===== config.mk =====
export PLATFORM = sky130hd
export DESIGN_NAME = prio_code_event_fifo
export DESIGN_NICKNAME = d
export VERILOG_FILES = /design/src/rtl/prio_code_event_fifo.sv
export SDC_FILE = /design/constraint.sdc
export NUM_CORES = 1
export LEC_CHECK = 0
export BUFFER_PORTS_ARGS = -buffer_cell sky130_fd_sc_hd__buf_4
export CAP_MARGIN = 20
export CORE_MARGIN = 2
export CORE_UTILIZATION = 45
export DETAILED_ROUTE_END_ITERATION = 8
export HOLD_SLACK_MARGIN = 0.03
export MAX_ROUTING_LAYER = met4
export SETUP_SLACK_MARGIN = 0.4
export SLEW_MARGIN = 20
export SYNTH_ARGS = -nofsm -noshare
export SYNTH_HDL_FRONTEND = slang
export SYNTH_SLANG_ARGS = --single-unit

===== constraint.sdc =====
create_clock -name clk -period 6 [get_ports clk]
set_input_delay 0.9 -clock clk [delete_from_list [all_inputs] [get_ports clk]]
set_output_delay 0.9 -clock clk [all_outputs]
set_load 0.01 [all_outputs]

===== src/rtl/prio_code_event_fifo.sv =====
// Debounces the priority-encoder code and queues each committed change in a
// first-word-fall-through FIFO so a slow reader sees the ordered transition history.
module prio_code_event_fifo #(
  parameter int          DEPTH         = 8,
  parameter int          STABLE_CYCLES = 4,
  parameter logic [7:0]  IDLE_CODE     = 8'hF0
) (
  input  logic                       clk,
  input  logic                       rst_n,
  input  logic                       ena,
  input  logic [7:0]                 code_in,
  input  logic                       rd_en,
  input  logic                       ovf_clr,
  output logic [4:0]                 rd_data,
  output logic                       empty,
  output logic                       full,
  output logic [$clog2(DEPTH):0]     level,
  output logic                       overflow
);

  localparam int         PW       = $clog2(DEPTH);
  localparam int         LW       = PW + 1;
  localparam int         CW       = $clog2(STABLE_CYCLES) + 1;
  localparam logic [4:0] IDLE_ENT = 5'h10;

  // Anything outside 0..15 collapses to the idle entry, keeping index 0 distinct.
  function automatic logic [4:0] decode(input logic [7:0] c);
    if (c == IDLE_CODE) return IDLE_ENT;
    if (c < 8'd16)      return {1'b0, c[3:0]};
    return IDLE_ENT;
  endfunction

  logic [4:0]    dec;
  logic [4:0]    cand_q;
  logic [4:0]    comm_q;
  logic [CW-1:0] cnt_q;
  logic          push;
  logic          pop;
  logic          wr_ok;
  logic [PW-1:0] wr_ptr;
  logic [PW-1:0] rd_ptr;
  logic [4:0]    mem [DEPTH];

  assign dec  = decode(code_in);
  assign push = ena && (dec == cand_q) && (cand_q != comm_q) &&
                (cnt_q == CW'(STABLE_CYCLES - 1));

  // Debounce: candidate must be seen STABLE_CYCLES times in a row before commit.
  always_ff @(posedge clk or negedge rst_n) begin
    if (!rst_n) begin
      cand_q <= IDLE_ENT;
      comm_q <= IDLE_ENT;
      cnt_q  <= '0;
    end else if (ena) begin
      if (dec != cand_q) begin
        cand_q <= dec;
        cnt_q  <= CW'(1);
      end else if (cand_q != comm_q) begin
        if (push) begin
          comm_q <= cand_q;
          cnt_q  <= '0;
        end else begin
          cnt_q  <= cnt_q + CW'(1);
        end
      end
    end
  end

  assign empty = (level == '0);
  assign full  = (level == LW'(DEPTH));
  assign pop   = rd_en && !empty;
  // A push into a full FIFO is only accepted when the same edge frees a slot.
  assign wr_ok = push && (!full || pop);

  always_ff @(posedge clk or negedge rst_n) begin
    if (!rst_n) begin
      wr_ptr   <= '0;
      rd_ptr   <= '0;
      level    <= '0;
      overflow <= 1'b0;
    end else begin
      if (wr_ok) wr_ptr <= wr_ptr + PW'(1);
      if (pop)   rd_ptr <= rd_ptr + PW'(1);
      if (wr_ok && !pop)      level <= level + LW'(1);
      else if (!wr_ok && pop) level <= level - LW'(1);
      if (push && !wr_ok)     overflow <= 1'b1;
      else if (ovf_clr)       overflow <= 1'b0;
    end
  end

  always_ff @(posedge clk) begin
    if (wr_ok) mem[wr_ptr] <= cand_q;
  end

  assign rd_data = empty ? 5'h00 : mem[rd_ptr];

endmodule

==> out/results.txt <==
Starting Density: 46.5%
Detailed Route Iter0 Violations: 90
Post-synth EDFFs: 40
CTS H-tree lvls: 3
first-pass GRT wire length: 9.05 mm
total routed wirelength: 5.48 mm
crit-path most repeated cell: ha_1
WHS: 0.478 ns
GP Congestion: 0.784
grt total ovfl: 0
register area: 1800 µm²
Worst Skew: 0.00789 ns
Die X: 85.0 µm
P&R area growth vs syn: 15.5%
share of flip-flops with an asynchronous set or reset: 37.5%
Final Hold Viols: 0
crit end category: register
diode count: 0
Slew Viols, Final: 0
Worst-Margin Slew: 0.823 ns
filler cell count: 513
die area: 7230 µm²
run status: completed
largest net degree at the start of global routing: 25
cts bufs inserted: 9
IO Port Bufs: 24
FF+latch count, synth: 64
PD cells: 509 nW/µm²
share of cells above drive strength 1: 29.2%
DRC errors left: 0
crit-path cells: buf_4 -> or4_4 -> nor2_4 -> a21oi_4 -> nor4_4 -> ha_1 -> inv_1 -> ha_1 -> a21o_1 -> a21oi_1 -> xnor2_1 -> nor2_1 -> xor2_1
most common cell after layout, fill and taps aside: edfxtp_1
count of cell types in the netlist: 47
CTS tree: yes
final cycle utilization of the critical path: 59.0%
Clock Sinks: 64
worst skew pair latency: 0.32 ns
critical path's largest stage delay: 0.57 ns
Req. time, crit path: 6.21 ns
Worst-path clk slew: 0.07 ns
max-cap viol count: 0
Yosys Warn Count: 0
sequential fraction of the synthesis area: 61.0%
critical path class: in -> reg
Rows: 29
worst setup margin: 2.46 ns
core footprint: 6350 µm²
Antenna Nets Post-Route: 0
Slew headroom: 44.7%
Post-CTS Setup Repair Bufs: 0
post-route minimum period: 3.54 ns
post-synthesis cell area: 2960 µm²
most frequent cells in the layout: edfxtp_1 (40), buf_4 (24), dfrtp_1 (22), mux4_2 (10), clkbuf_8 (10)
Overall Global Routing Usage: 17.0%
via count: 1,659
setup total negative slack: 0 ns
Synth Net Count: 204
DRT Pass-1 Iters: 6
unrepaired setup endpoints after global routing: no
syn avg cell area: 16.1 µm²
final number of setup-violating endpoints: 0
CTS resizes: 0
IR drop worst, VDD: 0.288 mV
routed length per placed instance: 18.5 µm
I/O pins: 25
Fmax achieved: 0.282 GHz
initial antenna violation count: 0
fin nets: 234
Startpoint Class: input port
Leakage: 0.00132 µW
DR vias/cell: 5.60
dpl ws: 2.12 ns
top_reg_cell synth: edfxtp_1
Syn Inst Count: 184
hold_buf cts: 0
Worst EP arrival: 3.75 ns
Die H: 85.0 µm
CP Max Fanout: 11
DP HPWL: 3.88 mm
multi-input logic area: 1090 µm²
Min-Delay Path Class: in -> async
vias in the first global route: 1,752
slowest CP cell: or4_4
maximum root-to-sink buffer count: 2
Root Buffer: clkbuf_8
## area by class of cell
cell class | instances | share of cell area [%]
tap | 77 | 2.82
clock inverter | 4 | 1.98
timing repair buffer | 24 | 5.28
multi-input combinational | 107 | 31.9
clock buffer | 12 | 4.25
sequential | 64 | 52.9
inverter | 8 | 0.880
## routing by layer
metal | up-vias | part of all wire, % | GRT usage (%)
li1 | 764 | - | -
met1 | 854 | 43 | 20.8
met2 | 29 | 52 | 27.8
met3 | 12 | 2.3 | 3.40
met4 | 0 | 2.0 | 6.64
met5 | - | 0 | -
## logic make-up after synthesis
| logic type | share of synthesized area [%] |
|---|---|
| DFF | 61.0 |
| and+or+nand+nor | 11.1 |
| muxes | 14.1 |
| xor gates and xnor gates | 5.04 |
| AOI/OAI and AO/OA | 3.47 |
| buffers and inverters | 2.07 |
| adders and majority gates | 3.22 |
## metrics by stage
stage | total power (µW) | utilization, % | instances | cell area, µm²
floorplan | 1160 | - | 184 | 2960
global placement | 1320 | 50.4 | 280 | 3200
detailed placement | 1350 | 50.4 | 280 | 3200
CTS | 1750 | 53.8 | 296 | 3410
global route | 1840 | 53.8 | 296 | 3410
finish | 1740 | 53.8 | 296 | 3410
## critical path, delay by kind of cell
family	cells	cell delay, ns
buffers and inverters	2	0.20
AO/OA/AOI/OAI	3	0.42
XOR/XNOR	2	0.28
adder cells (fa/ha/maj)	2	0.59
AND/OR/NAND/NOR	4	1.34
## cell usage after synthesis (2+ instances only)
master     n  share of area (%)
dfrtp_1   22                 19
inv_1      8                1.0
nand3b_1   2               0.51
mux2_2     8                3.0
xnor2_1    9                2.7
ha_1       6                2.5
nor3_1     2               0.34
nor4_4     2                1.4
edfxtp_1  40                 41
nor2_1     8                1.0
dfstp_2    2                1.8
a21oi_1    2               0.34
and4_1     2               0.59
a22o_1     3               0.89
clkbuf_1   2               0.25
nor4_1     2               0.42
xor2_1     8                2.4
mux2i_1    9                3.0
and4b_1    3                1.0
nand2_1    6               0.76
a21o_1     2               0.51
mux4_2    10                7.6
o21ai_0    2               0.34
## power breakdown
| group | internal [µW] | switching [µW] | leakage [µW] |
|---|---|---|---|
| Clock | 243 | 151 | 0.000106 |
| Sequential | 570 | 158 | 0.000671 |
| Combinational | 332 | 283 | 0.000541 |
## sequential cells by signal, summed over array words and instances (netlist names)
name      count
mem          40
cand_q        5
comm_q        5
level         4
cnt_q         3
rd_ptr        3
wr_ptr        3
overflow      1
## path summary, 6_finish.rpt
check,slack (ns),from,end,cells past startpoint
max in group asynchronous,5.23,rst_n,comm_q[4],1
min reg2reg,0.52,cnt_q[1],cnt_q[1],1
max,2.46,code_in[5],level[3],13
min in group clk,0.52,cnt_q[1],cnt_q[1],1
min,0.48,rst_n,cand_q[2],1
max reg2reg,2.66,cand_q[0],level[3],12
Note: power is estimated with default switching activity, not from simulation.
